### src/rtl/fetch_unit.sv
// fetch_unit: instruction fetch sequencer with PC register.
// Optional feature macro: FETCH_TIMEOUT_EN. When it is defined, a WAIT-state
// watchdog is built. The watchdog sets a sticky fetch_err and re-issues the
// stalled read.
module fetch_unit #(
    parameter logic [15:0] RESET_PC    = 16'h3000,
    parameter int          TIMEOUT_CYC = 15
) (
    input  logic        clock,
    input  logic        reset,
    input  logic        enable_fetch,
    input  logic        enable_updatePC,
    input  logic        br_taken,
    input  logic [15:0] taddr,
    input  logic [15:0] imem_dout,
    input  logic        imem_ready,
    output logic [15:0] imem_addr,
    output logic        imem_rd,
    output logic [15:0] pc,
    output logic [15:0] npc,
    output logic [15:0] IR,
    output logic        complete_instr,
    output logic        fetch_err
);

    // RETRY is the one-cycle request gap after a timeout.
    // It is unreachable when the watchdog is not built.
    typedef enum logic [1:0] {
        IDLE  = 2'd0,
        WAIT  = 2'd1,
        DONE  = 2'd2,
        RETRY = 2'd3
    } state_t;

    state_t      state_q, state_d;
    logic [15:0] pc_q;
    logic [15:0] ir_q;
    logic [15:0] addr_q;
    logic        complete_q;
    logic        abort_q;      // enable_fetch dropped during this access
    logic        timeout_hit;

    // The access is kept only if the controller still wants it when data arrives.
    logic        accept_data;
    assign accept_data = (state_q == WAIT) && imem_ready && enable_fetch && !abort_q;

`ifdef FETCH_TIMEOUT_EN
    localparam logic [7:0] TIMEOUT_LAST = 8'(TIMEOUT_CYC - 1);

    logic [7:0] wait_cnt_q;
    logic       err_q;

    // The edge that would bring the count to TIMEOUT_CYC is the timeout edge.
    assign timeout_hit = (state_q == WAIT) && !imem_ready && (wait_cnt_q == TIMEOUT_LAST);

    // Count stalled WAIT cycles. The count is zero on every WAIT entry.
    always_ff @(posedge clock) begin
        if (reset) begin
            wait_cnt_q <= 8'd0;
        end else if (state_q != WAIT || timeout_hit) begin
            wait_cnt_q <= 8'd0;
        end else if (!imem_ready) begin
            wait_cnt_q <= wait_cnt_q + 8'd1;
        end
    end

    // Sticky timeout flag. Only reset clears it.
    always_ff @(posedge clock) begin
        if (reset) begin
            err_q <= 1'b0;
        end else if (timeout_hit) begin
            err_q <= 1'b1;
        end
    end

    assign fetch_err = err_q;
`else
    // No watchdog: WAIT lasts until the memory answers.
    assign timeout_hit = 1'b0;
    assign fetch_err   = 1'b0;
`endif

    // Next-state logic for the fetch handshake.
    always_comb begin
        // NOTE: assigning a default before the case means every path drives
        // state_d, so no latch is inferred.
        state_d = state_q;
        unique case (state_q)
            IDLE:  if (enable_fetch) state_d = WAIT;
            WAIT: begin
                if (imem_ready)       state_d = accept_data ? DONE : IDLE;
                else if (timeout_hit) state_d = RETRY;
            end
            DONE:  if (!enable_fetch) state_d = IDLE;
            RETRY: state_d = WAIT;
            default: state_d = IDLE;
        endcase
    end

    // State register and registered completion decode.
    always_ff @(posedge clock) begin
        // NOTE: sequential state uses non-blocking assignments so every flop
        // samples pre-edge values. That behaviour lets imem_addr capture the
        // old pc when pc changes on the same edge.
        if (reset) begin
            state_q    <= IDLE;
            complete_q <= 1'b0;
        end else begin
            state_q    <= state_d;
            complete_q <= (state_d == DONE);
        end
    end

    // The PC updates on the strobe in any FSM state. Arithmetic wraps modulo 2^16.
    always_ff @(posedge clock) begin
        if (reset) begin
            pc_q <= RESET_PC;
        end else if (enable_updatePC) begin
            pc_q <= br_taken ? taddr : pc_q + 16'd1;
        end
    end

    // The fetch address is latched on IDLE->WAIT and held through WAIT and RETRY.
    always_ff @(posedge clock) begin
        if (reset) begin
            addr_q <= 16'h0000;
        end else if (state_q == IDLE && enable_fetch) begin
            addr_q <= pc_q;
        end
    end

    // Track an abandoned access. Its data must not reach IR.
    always_ff @(posedge clock) begin
        if (reset) begin
            abort_q <= 1'b0;
        end else if (state_q == IDLE) begin
            abort_q <= 1'b0;
        end else if (state_q == WAIT && !enable_fetch) begin
            abort_q <= 1'b1;
        end
    end

    // The instruction register captures read data only for a wanted access.
    always_ff @(posedge clock) begin
        if (reset) begin
            ir_q <= 16'h0000;
        end else if (accept_data) begin
            ir_q <= imem_dout;
        end
    end

    assign imem_rd        = (state_q == WAIT);
    assign imem_addr      = addr_q;
    assign pc             = pc_q;
    assign npc            = pc_q + 16'd1;
    assign IR             = ir_q;
    assign complete_instr = complete_q;

endmodule
### config.mk
export PLATFORM = sky130hd
export DESIGN_NAME = fetch_unit
export DESIGN_NICKNAME = d
export VERILOG_FILES = /design/src/rtl/fetch_unit.sv
export SDC_FILE = /design/constraint.sdc
export NUM_CORES = 1
export LEC_CHECK = 0
export ABC_AREA = 1
export BUFFER_PORTS_ARGS = -buffer_cell sky130_fd_sc_hd__buf_2
export CORE_MARGIN = 2
export CORE_UTILIZATION = 46
export DETAILED_ROUTE_END_ITERATION = 8
export GPL_ROUTABILITY_DRIVEN = 0
export PLACE_DENSITY = 0.79
export SLEW_MARGIN = 0
export SYNTH_ARGS = -nofsm -noshare
export SYNTH_HDL_FRONTEND = slang
export SYNTH_SLANG_ARGS = --single-unit
### constraint.sdc
create_clock -name clock -period 2.6 [get_ports clock]
set_input_delay 0.26 -clock clock [delete_from_list [all_inputs] [get_ports clock]]
set_output_delay 0.26 -clock clock [all_outputs]
set_load 0.02 [all_outputs]
Word-level counts from Yosys, hierarchy flattened. Cells that the tools add are included.

Add/sub/neg operators: 1. Reductions and logical operators: 9. Multipliers: 0. Equal/unequal tests: 4. Mux-type cells: 6. Divide/modulo/power cells: 0. Order comparisons: 0. Shifts and indexed selects: 0. Bitwise gates (word level): 0.

Operators by type and width (count): 16-bit by 1-bit adder with 16-bit output, second input constant (1); 16-bit 2-to-1 mux (1); 2-bit 2-to-1 mux (4); 2-bit one-hot mux with 4 select lines (1); 2-bit == test, second input constant (3); 1-bit logical AND (5); 2-bit by 1-bit == test with 1-bit output, second input constant (1); 1-bit logical NOT (2); 2-bit logical NOT (1); 2-bit OR reduction (1).

Output and inout bits: 67. RAM bits: 0. Register bits after elaboration: 52. Logic and storage cells: 26. Input port bits: 38. Bits in read-only memories: 0. Memories: 0. Bits in latches: 0.

Depth between registers and ports, before layout.
Depth after elaboration: 8. Mapped depth: 9. Gate-level depth less buffers: 9.

Worst setup path after synthesis. No wires, ideal clock.

Path kind: register -> register. From: register pc_q[1], in the netlist pc[1]. To: register pc_q[6], in the netlist pc[6]. Stages on the path, launching flop included: 7. Buffers on the path: 0. Path slack: 0.856 ns. Arrival time: 1.674 ns. Library setup time: 0.070 ns. Path through: dfxtp_1 > ha_1 > nand3_4 > nor2_2 > xor2_1 > nand2_1 > a21oi_1.

Longest elaborated chain between the ends: 2.

RTL lines: start: declaration (line 36) `logic [15:0] pc_q;`; start signal: assignment (line 119) `pc_q <= br_taken ? taddr : pc_q + 16'd1;`; 16-bit by 1-bit adder with 16-bit output; via npc[6] (line 20) `output logic [15:0] npc,`; 16-bit 2-to-1 mux (line 119).

The timed path passes the listed nets, and every way through them passes these cells. A chain may end at the register's enable or synchronous reset.

Worst setup path after layout.
From: register pc_q[1], in the netlist pc[1]. To: output npc[10].

Longest elaborated chain between the ends: 1.

RTL lines: 16-bit by 1-bit adder with 16-bit output (line 155) `assign npc = pc_q + 16'd1;`; end: declaration (line 20).

No other way between the ends.

==> impl_metrics.csv <==
group,metric,value,unit
status,status,"finished clean",
critical_path,worst_ep_required_time,2.34,ns
clocking,hold_buffers,0,
pwr,finalPower,0.001713,W
floorplan,ios,105,
route,antenna_left,0,
floorplan,start_util,48.42,%
grt,use_met2,38.60,%
sta,fmaxAchievable,477.4,MHz
critical_path,endpoint_kind,"primary output",
critical_path,cp.buffers_inverters,1,
min_path,holdPathStages,3,
critical_path,critPathMaxFanout,6,
critical_path,rr_endpoint,"pc[6]",
grt,grt_usage,21.65,%
pwr,p_leak,1.485,nW
critical_path,cp_top_family,"simple AND/OR/NAND/NOR gates",
layout,final_nets,458,
clocking,cts_buffers,5,
critical_path,cp-start-kind,"register",
critical_path,path_cells,"ha_1 -> nand3_4 -> nor3_4 -> nand3_1 -> and2_1 -> buf_2",
sta,slew_violations,0,
critical_path,slowest_delay,0.44,ns
route,drc_errors,0,
synthesis,seq_area_frac_synth,44.92,%
pwr,vdd_drop_max,0.0002573,V
critical_path,reg2reg_depth,6,
sta,tightest_slew,0.5538,ns
grt,grt.overflow.total,0,
grt,grt_max_degree,24,
route,wl_per_cell,12.39,um
layout,multi_input_area,0.001116,mm2
critical_path,worstSetupPathType,"register to primary output",
grt,grt_pass1_vias,2183,
clocking,cts_root_buf,"clkbuf_8",
route,wl,6033,um
min_path,hold_path_class,"input port to register",
clocking,htree_levels,2,
sta,hold_viol_final,0,
sta,tns,0,ns
sta,period_needed,2.095,ns
clocking,clk_latency,0.31,ns
critical_path,rrSetupSlack,1.04,ns
clocking,cts_resized,0,
synthesis,synthMuxAreaShare,0,%
floorplan,row_count,25,
layout,area_growth,27.70,%
place,hpwl,4435,um
pwr,p_per_area,578.7,mW/mm2
synthesis,synthXorXnorAreaFrac,3.726,%
synthesis,syn_inst,321,
grt,gr-usage-met1,24.83,%
place,place_inst,479,
synthesis,avgSynthCellArea,7.219,um2
synthesis,syn-cell-area,0.002317,mm2
clocking,clk_pin_slew,0.09,ns
floorplan,die_x,74.98,um
layout,design_area,0.002959,mm2
clocking,postCtsSetupBuffers,0,
sta,fin_crit_sh,80.56,%
synthesis,synth.distinct_cells,28,
synthesis,synth_compound_area_share,19.06,%
sta,rsz0062_at_grt,"false",
layout,layout.cells.non_filler,487,
place,place_area,0.002869,mm2
layout,antennaDiodeCount,0,
floorplan,dieArea,0.005621,mm2
synthesis,synth_top_family_by_area,"simple AND/OR/NAND/NOR gates",
grt,antenna_found_initial,0,
sta,skew,0.008787,ns
grt,busiest_layer,"met2",
critical_path,critPathArrivalTime,1.83,ns
clocking,cts.path.max_buffers,2,
sta,finalSetupViolations,0,
grt,grt_pass1_wl,9349,um
route,viasPerCell,4.975,
route,vias,2423,
layout,drive_above_1_share,29.29,%
floorplan,die_y,74.98,um
grt,use_met3,4.953,%
place,io_buffers,103,
synthesis,synth_fa_ha_area_share,0.5400,%
clocking,cts_tree,"done",
clocking,clkSinkCount,52,
route,drt_iter0_markers,120,
layout,layout.area.seq,0.001041,mm2
layout,fillers,467,
route,drtPass1Iterations,4,
min_path,worstHoldEndpoint,"IR[6]",
sta,slew_headroom,63.04,%
critical_path,critPathSlowestCell,"dfxtp_1",
floorplan,core_area,0.004786,mm2
synthesis,yosysWarnings,0,
critical_path,worstReg2RegStart,"pc[1]",
min_path,hold_start,"imem_dout[6]",
synthesis,synthSimpleGateAreaFrac,24.68,%
synthesis,syn-num-nets,360,
layout,post-route-util,61.83,%
synthesis,synth-seq-cells,52,
flow_run,drv_cap,0,
registers in the layout, summed over array words and instances (netlist names):
| signal | count |
|---|---|
| IR | 16 |
| abort_q | 1 |
| complete_instr | 1 |
| imem_addr | 16 |
| pc | 16 |
| state_q | 2 |
cells in the final DEF (no fill, tap or decap), types with 2 or more instances in the layout:
master      n
o21ai_0    46
nand3_1    12
xnor2_1     2
buf_4       2
o21ai_1     2
nand2_1    43
inv_1      23
a21oi_1    37
nand4_1     2
buf_2     103
nor2_1     62
xor2_1      6
clkinv_1    2
clkbuf_1    2
clkbuf_8    6
nor2_2      6
dfxtp_1    52
how the worst max path moves through the flow:
stage / startpoint / endpoint / depth (start not counted) / slack (ns)
finish: pc[1] / npc[10] / 6 / 0.51
floorplan: pc[1] / pc[6] / 6 / 0.86
global placement: pc[1] / npc[10] / 6 / 0.92
global route: pc[1] / npc[10] / 6 / 0.39
CTS: pc[1] / npc[10] / 6 / 0.50
detailed placement: pc[1] / npc[10] / 6 / 0.87
synthesized netlist by cell type, drive strengths merged:
cell type	n	area (um2)
nor2	68	270.3
dfxtp	52	1041
o21ai	48	240.2
nand2	43	161.4
a21oi	37	185.2
inv	24	90.08
nand3	14	87.59
clkbuf	10	37.54
xor2	7	68.82
buf	4	25.02
nand4	3	25.02
clkinv	2	7.510
nor3	2	21.27
xnor2	2	17.52
a221oi	1	8.760
and2	1	6.260
conb	1	3.750
ha	1	12.51
o211ai	1	7.510
cell type report:
class / instances / area share (%)
Timing Repair Buffer: 105 / 17.93
Clock buffer: 8 / 3.044
Multi-Input combinational cell: 229 / 37.72
Tap cell: 67 / 2.833
Sequential cell: 52 / 35.18
Inverter: 26 / 3.298
routing by layer:
metal / vias to the layer above / wire length (um)
li1: 1243 / -
met1: 1074 / 2568
met2: 94 / 2843
met3: 12 / 494
met4: 0 / 126
met5: - / 0
power breakdown:
| part | leakage [nW] | internal, W | switching, W | total [W] |
|---|---|---|---|---|
| Clock | 0.0455 | 0.000218 | 0.000252 | 0.000469 |
| Combinational | 1.01 | 0.000120 | 0.000233 | 0.000353 |
| Sequential | 0.427 | 0.000848 | 0.0000424 | 0.000891 |
metrics by stage:
stage                     hold WS [ns]  worst slack (ns)
after floorplan                 0.4225            0.8558
after global placement          0.4619            0.9224
after detailed placement        0.4690            0.8718
after CTS                       0.1998            0.4982
after global routing            0.2090            0.3877
final                           0.2111            0.5054
worst reg2reg max path, cell delays in order, from the launching register on:
cell and delay (ns):
dfxtp_1 0.44, ha_1 0.27, nand3_4 0.13, nor2_2 0.18, xor2_1 0.27, nand2_1 0.08, a21oi_1 0.12
logic make-up after synthesis:
kind of cell | count (synthesis)
compound gates | 87
buf+inv | 40
fa+ha+maj | 1
xor+xnor | 9
other cells | 1
flops | 52
simple gates | 131
Power figures use the tool's default switching activity.
